$ cat src/rtl/spi_regmap_pkg.sv
`default_nettype none
// ============================================================================
// spi_regmap_pkg : shared constants and FSM state type for spi_peripheral
// Revision       : 1.0
// ============================================================================
package spi_regmap_pkg;

    localparam int FRAME_BITS = 16;

    localparam logic [6:0] ADDR_EN_OUT_7_0  = 7'h00;
    localparam logic [6:0] ADDR_EN_OUT_15_8 = 7'h01;
    localparam logic [6:0] ADDR_EN_PWM_7_0  = 7'h02;
    localparam logic [6:0] ADDR_EN_PWM_15_8 = 7'h03;
    localparam logic [6:0] ADDR_PWM_DUTY    = 7'h04;

    typedef enum logic [1:0] {
        IDLE   = 2'd0,
        SHIFT  = 2'd1,
        COMMIT = 2'd2
    } state_t;

endpackage : spi_regmap_pkg
`default_nettype wire

$ cat src/rtl/spi_peripheral_if.sv
`default_nettype none
// ============================================================================
// spi_peripheral_if : SPI pins plus the five configuration register outputs
// Revision          : 1.0
// ============================================================================
interface spi_peripheral_if;
    logic       sclk;
    logic       copi;
    logic       ncs;
    logic [7:0] en_reg_out_7_0;
    logic [7:0] en_reg_out_15_8;
    logic [7:0] en_reg_pwm_7_0;
    logic [7:0] en_reg_pwm_15_8;
    logic [7:0] pwm_duty_cycle;

    modport master (
        output sclk, copi, ncs,
        input  en_reg_out_7_0, en_reg_out_15_8, en_reg_pwm_7_0,
               en_reg_pwm_15_8, pwm_duty_cycle
    );

    modport slave (
        input  sclk, copi, ncs,
        output en_reg_out_7_0, en_reg_out_15_8, en_reg_pwm_7_0,
               en_reg_pwm_15_8, pwm_duty_cycle
    );
endinterface : spi_peripheral_if
`default_nettype wire

$ cat src/rtl/spi_peripheral_sync_edge.sv
`default_nettype none
// ============================================================================
// sync_edge : multi-flop pin synchronizer with rise/fall pulse outputs
// Revision  : 1.0
// ============================================================================
module sync_edge #(
    parameter int   SYNC_STAGES = 2,
    parameter logic RESET_VAL   = 1'b0
) (
    input  wire logic clk,
    input  wire logic rst_n,
    input  wire logic i_d,
    output logic      o_q,
    output logic      o_rise,
    output logic      o_fall
);

    logic [SYNC_STAGES-1:0] r_sync;
    logic                   r_prev;

    // r_sync[0] is the metastability-catching stage; r_prev exists only for edges.
    always_ff @(posedge clk) begin
        if (!rst_n) begin
            r_sync <= {SYNC_STAGES{RESET_VAL}};
            r_prev <= RESET_VAL;
        end else begin
            r_sync <= {r_sync[SYNC_STAGES-2:0], i_d};
            r_prev <= r_sync[SYNC_STAGES-1];
        end
    end

    assign o_q    = r_sync[SYNC_STAGES-1];
    assign o_rise =  r_sync[SYNC_STAGES-1] & ~r_prev;
    assign o_fall = ~r_sync[SYNC_STAGES-1] &  r_prev;

endmodule : sync_edge
`default_nettype wire

$ cat src/rtl/spi_peripheral.sv
`default_nettype none
// ============================================================================
// spi_peripheral : write-only SPI target holding the pwm_peripheral registers
// Revision       : 1.0
// ============================================================================
module spi_peripheral
    import spi_regmap_pkg::*;
#(
    parameter int SYNC_STAGES = 2,
    parameter int MAX_ADDR    = 4
) (
    input  wire logic         clk,
    input  wire logic         rst_n,
    spi_peripheral_if.slave   bus
);

    localparam logic [6:0] c_max_addr = 7'(MAX_ADDR);
    localparam int         c_settle_w = $clog2(SYNC_STAGES + 1);
    localparam logic [c_settle_w-1:0] c_settle_end = c_settle_w'(SYNC_STAGES);

    logic w_sclk_rise, w_sclk_s_unused, w_sclk_fall_unused;
    logic w_ncs_s, w_ncs_rise, w_ncs_fall;
    logic w_copi_s, w_copi_rise_unused, w_copi_fall_unused;

    sync_edge #(.SYNC_STAGES(SYNC_STAGES), .RESET_VAL(1'b0)) u_sync_sclk (
        .clk(clk), .rst_n(rst_n), .i_d(bus.sclk),
        .o_q(w_sclk_s_unused), .o_rise(w_sclk_rise), .o_fall(w_sclk_fall_unused)
    );

    sync_edge #(.SYNC_STAGES(SYNC_STAGES), .RESET_VAL(1'b1)) u_sync_ncs (
        .clk(clk), .rst_n(rst_n), .i_d(bus.ncs),
        .o_q(w_ncs_s), .o_rise(w_ncs_rise), .o_fall(w_ncs_fall)
    );

    sync_edge #(.SYNC_STAGES(SYNC_STAGES), .RESET_VAL(1'b0)) u_sync_copi (
        .clk(clk), .rst_n(rst_n), .i_d(bus.copi),
        .o_q(w_copi_s), .o_rise(w_copi_rise_unused), .o_fall(w_copi_fall_unused)
    );

    state_t                  r_state;
    logic [FRAME_BITS-1:0]   r_shift;
    logic [4:0]              r_count;
    logic [c_settle_w-1:0]   r_settle;
    logic                    r_armed;
    logic [7:0]              r_out_lo, r_out_hi, r_pwm_lo, r_pwm_hi, r_duty;

    logic w_settled;
    logic w_frame_ok;

    assign w_settled  = (r_settle == c_settle_end);
    assign w_frame_ok = (r_count == 5'(FRAME_BITS)) && r_shift[15] &&
                        (r_shift[14:8] <= c_max_addr);

    // The reset value of the nCS chain can mask a pin held low across reset, so
    // a frame may only start once nCS has been seen high at the settled chain output.
    always_ff @(posedge clk) begin
        if (!rst_n) begin
            r_state  <= IDLE;
            r_shift  <= '0;
            r_count  <= '0;
            r_settle <= '0;
            r_armed  <= 1'b0;
            r_out_lo <= 8'h00;
            r_out_hi <= 8'h00;
            r_pwm_lo <= 8'h00;
            r_pwm_hi <= 8'h00;
            r_duty   <= 8'h00;
        end else begin
            if (!w_settled) begin
                r_settle <= r_settle + 1'b1;
            end
            if (w_settled && w_ncs_s) begin
                r_armed <= 1'b1;
            end

            case (r_state)
                IDLE: begin
                    if (w_ncs_fall && r_armed) begin
                        r_state <= SHIFT;
                        r_shift <= '0;
                        r_count <= '0;
                    end
                end
                SHIFT: begin
                    // nCS rise takes priority over a coincident SCLK rise.
                    if (w_ncs_rise) begin
                        r_state <= COMMIT;
                    end else if (w_sclk_rise) begin
                        r_shift <= {r_shift[FRAME_BITS-2:0], w_copi_s};
                        if (r_count != 5'd17) begin
                            r_count <= r_count + 5'd1;
                        end
                    end
                end
                COMMIT: begin
                    if (w_frame_ok) begin
                        case (r_shift[14:8])
                            ADDR_EN_OUT_7_0:  r_out_lo <= r_shift[7:0];
                            ADDR_EN_OUT_15_8: r_out_hi <= r_shift[7:0];
                            ADDR_EN_PWM_7_0:  r_pwm_lo <= r_shift[7:0];
                            ADDR_EN_PWM_15_8: r_pwm_hi <= r_shift[7:0];
                            ADDR_PWM_DUTY:    r_duty   <= r_shift[7:0];
                            default: ;
                        endcase
                    end
                    r_state <= IDLE;
                end
                default: r_state <= IDLE;
            endcase
        end
    end

    assign bus.en_reg_out_7_0  = r_out_lo;
    assign bus.en_reg_out_15_8 = r_out_hi;
    assign bus.en_reg_pwm_7_0  = r_pwm_lo;
    assign bus.en_reg_pwm_15_8 = r_pwm_hi;
    assign bus.pwm_duty_cycle  = r_duty;

endmodule : spi_peripheral
`default_nettype wire

$ cat src/flat_wrapper.sv
// flat-port wrapper written by rule: the top's interface ports become plain ports
module spi_peripheral_flat import spi_regmap_pkg::*;
#(
    parameter int SYNC_STAGES = 2,
    parameter int MAX_ADDR    = 4
)
  (clk, rst_n, bus_sclk, bus_copi, bus_ncs, bus_en_reg_out_7_0, bus_en_reg_out_15_8, bus_en_reg_pwm_7_0, bus_en_reg_pwm_15_8, bus_pwm_duty_cycle);
  spi_peripheral_if bus_i ();
  input  wire logic clk;
  input  wire logic rst_n;
  input wire logic [$bits(bus_i.sclk)-1:0] bus_sclk;
  input wire logic [$bits(bus_i.copi)-1:0] bus_copi;
  input wire logic [$bits(bus_i.ncs)-1:0] bus_ncs;
  output wire logic [$bits(bus_i.en_reg_out_7_0)-1:0] bus_en_reg_out_7_0;
  output wire logic [$bits(bus_i.en_reg_out_15_8)-1:0] bus_en_reg_out_15_8;
  output wire logic [$bits(bus_i.en_reg_pwm_7_0)-1:0] bus_en_reg_pwm_7_0;
  output wire logic [$bits(bus_i.en_reg_pwm_15_8)-1:0] bus_en_reg_pwm_15_8;
  output wire logic [$bits(bus_i.pwm_duty_cycle)-1:0] bus_pwm_duty_cycle;
  assign bus_i.sclk = bus_sclk;
  assign bus_i.copi = bus_copi;
  assign bus_i.ncs = bus_ncs;
  assign bus_en_reg_out_7_0 = bus_i.en_reg_out_7_0;
  assign bus_en_reg_out_15_8 = bus_i.en_reg_out_15_8;
  assign bus_en_reg_pwm_7_0 = bus_i.en_reg_pwm_7_0;
  assign bus_en_reg_pwm_15_8 = bus_i.en_reg_pwm_15_8;
  assign bus_pwm_duty_cycle = bus_i.pwm_duty_cycle;
  spi_peripheral #(.SYNC_STAGES(SYNC_STAGES), .MAX_ADDR(MAX_ADDR)) u_core (.clk(clk), .rst_n(rst_n), .bus(bus_i));
endmodule
$ cat config.mk
export PLATFORM = sky130hd
export DESIGN_NAME = spi_peripheral_flat
export DESIGN_NICKNAME = d
export VERILOG_FILES = /design/src/rtl/spi_regmap_pkg.sv /design/src/rtl/spi_peripheral_if.sv /design/src/rtl/spi_peripheral_sync_edge.sv /design/src/rtl/spi_peripheral.sv /design/src/flat_wrapper.sv
export SDC_FILE = /design/constraint.sdc
export NUM_CORES = 1
export LEC_CHECK = 0
export BUFFER_PORTS_ARGS = -buffer_cell sky130_fd_sc_hd__buf_4
export CORE_MARGIN = 2
export CORE_UTILIZATION = 52
export DETAILED_ROUTE_END_ITERATION = 6
export GPL_ROUTABILITY_DRIVEN = 1
export PLACE_DENSITY = 0.74
export SYNTH_ARGS = -nofsm -noshare
export SYNTH_HDL_FRONTEND = slang
export SYNTH_SLANG_ARGS = --single-unit
$ cat constraint.sdc
create_clock -name clk -period 4.03 [get_ports clk]
set_input_delay 0 -clock clk [delete_from_list [all_inputs] [get_ports clk]]
set_output_delay 0 -clock clk [all_outputs]
set_load 0.02 [all_outputs]
==> metrics.cfg <==
[sta]
finalHoldWorstSlack_ns = 0.415
relSlewSlack = 0.206
finalCritPeriodShare = 0.539
rsz0062_at_grt = false
tns_ns = 0
finClkSkew_ns = 0.00807
fin_crit_ns = 2.17
fmax_ghz = 0.460
report.final.slew_viol_count = 0
tightestPinTransition_ns = 1.18
finalHoldViolations = 0
finalSetupViolations = 0

[worst_setup_path]
critPathKind = in -> reg
critical-path-top-delay-family = simple AND/OR/NAND/NOR gates
cpPeakStageDelay_ns = 1.05
crit_slowest_cell = nor3_2
cp.arrival_ns = 2.46
path_cells = dlygate4sd3_1, buf_4, inv_2, nor3_2, a31o_1, o21a_1
cp-start-kind = input pin
worstPathRequired_ns = 4.32
crit_fanout = 46
endpoint_kind = flip-flop
crit_buf_inv = 3

[floorplan]
core_area_sq_um = 5140
floorplan.initialDensity = 0.542
io_pins = 45
dieArea_sq_um = 5960
die_h_um = 77.2
dieWidth_um = 77.2
num_rows = 26

[global_routing]
grt_start_max_net_pins = 47
track_usage = 0.193
grt_pass1_wl_um = 8950
grt_pass1_vias = 1861
overflow = 0
antenna_found_initial = 0

[clock_tree]
cts_resized = 0
clk_path_buf_depth = 2
clk-insertion-delay-late_ns = 0.34
cts_max_level = 3
numCtsBuffers = 9
tritoncts = done
root_buffer = clkbuf_8
clock_sinks = 74
clkSlewWorstSetupHoldPaths_ns = 0.08

[cells_and_area]
drive_gt1_frac = 0.223
area_growth_pct = 23.8
layout_commonest_cell = dfxtp_1
final_cell_mix = 74 x dfxtp_1, 46 x nor2_1, 44 x buf_4, 41 x mux2i_1, 16 x a22o_1
diodes = 0
final_nets = 314

[routing]
routed_wl_um = 5410
drt_iter0_markers = 66
drc = 0
dr.pass1.iters = 4
via_per_inst = 5.25
drtAntennaViolNets = 0
num_vias = 1988
avgRoutedWirePerCell_um = 14.3

[logic_synthesis]
synth_cells = 252
syn_area_per_cell_sq_um = 11.1
async_flop_share = 0
yosysSeqAreaShare = 0.531
netlist_area_sq_um = 2790
synth_cell_types = 37
syn_nets = 261
ys_ff_latch = 74
synth-main-ff-cell = dfxtp_1
synth_edf_count = 0
yosysWarnings = 0

[pwr]
p_per_area_nw_per_um2 = 425
ir_drop_v = 0.000368
p_total_w = 0.00147
leakage_nw = 1.66

[flow_run]
drv_cap = 0

[placed_design]
numPortBuffers = 44
dpl.hpwl_um = 3420
gp_congestion = 0.816

[min_path]
hp-class = reg -> reg

[run_status]
status = completed

[kinds of logic (layout without fill, tap and decap cells)]
family	after synthesis	count (layout)	synth area share
AOI/OAI and AO/OA	28	28	0.0763
xor gates and xnor gates	1	1	0.00314
adders and majority gates	4	4	0.0180
buffers and inverters	14	71	0.0251
DFF	74	74	0.531
muxes	41	41	0.147
and+or+nand+nor	90	90	0.199
[through the flow]
stage               cells  area (sq um)   util  worst slack [ns]
finish                379          3450  0.671              1.86
global placement      357          3150  0.614              2.09
CTS                   379          3450  0.671              1.87
floorplan             252          2790      -              2.29
global route          379          3450  0.671              1.67
detailed placement    357          3150  0.614              2.05
[repair_timing]
action,in CTS,in global routing
hold endpoints to repair,12,0
hold buffers,7,0
buffers inserted,0,0
[Yosys cell counts (3+ instances only)]
cell / n / area [sq um]
a21oi_1: 3 / 15.0
a22o_1: 16 / 140
and2_1: 5 / 31.3
clkbuf_1: 4 / 15.0
dfxtp_1: 74 / 1480
ha_1: 4 / 50.1
inv_1: 4 / 15.0
mux2i_1: 41 / 410
nand2_1: 7 / 26.3
nand2b_1: 5 / 31.3
nand3_1: 3 / 15.0
nand4_4: 5 / 106
nor2_1: 46 / 173
nor3_1: 4 / 20.0
nor3b_1: 3 / 22.5
[final timing paths]
check                              startpoint                             to  slack (ns)  cells after the start
setup reg to reg            u_core.r_count[1]  u_core.bus.en_reg_pwm_15_8[4]        2.06                      6
setup / recovery                        rst_n              u_core.r_count[3]        1.86                      6
hold / removal    u_core.u_sync_ncs.r_sync[0]    u_core.u_sync_ncs.r_sync[1]        0.42                      1
hold reg to reg   u_core.u_sync_ncs.r_sync[0]    u_core.u_sync_ncs.r_sync[1]        0.42                      1
[sequential cells by signal, summed over array words and instances (netlist names), 5 cells and up]
register	flops
u_core.bus.en_reg_pwm_15_8	8
u_core.bus.pwm_duty_cycle	8
u_core.r_count	5
u_core.bus.en_reg_out_7_0	8
u_core.bus.en_reg_out_15_8	8
u_core.r_shift	16
u_core.bus.en_reg_pwm_7_0	8
[layout make-up]
type / count / area, sq um
Inverter: 5 / 18.8
Fill cell: 437 / 1690
Clock inverter: 4 / 75.1
Sequential cell: 74 / 1480
Multi-Input combinational cell: 164 / 1240
Clock buffer: 11 / 151
Timing Repair Buffer: 51 / 400
Tap cell: 70 / 87.6
[worst register-to-register path: stages (launching register included)]
cell and delay, ns:
dfxtp_1 0.33, inv_1 0.10, ha_1 0.16, nor4b_4 0.56, nand4_4 0.36, mux2i_1 0.25, nor2_1 0.06
[metal layers]
layer | up-vias | global-route usage | share of wire
li1 | 988 | - | -
met1 | 950 | 0.246 | 0.48
met2 | 41 | 0.301 | 0.46
met3 | 9 | 0.0400 | 0.039
met4 | 0 | 0.118 | 0.024
met5 | - | 0 | 0
[power by group]
part	leakage [nW]	internal [W]	switching (W)
sequential	0.598	0.000747	0.00000870
combinational	0.956	0.0000285	0.0000381
clock	0.108	0.000379	0.000265
Power figures use the tool's default switching activity.
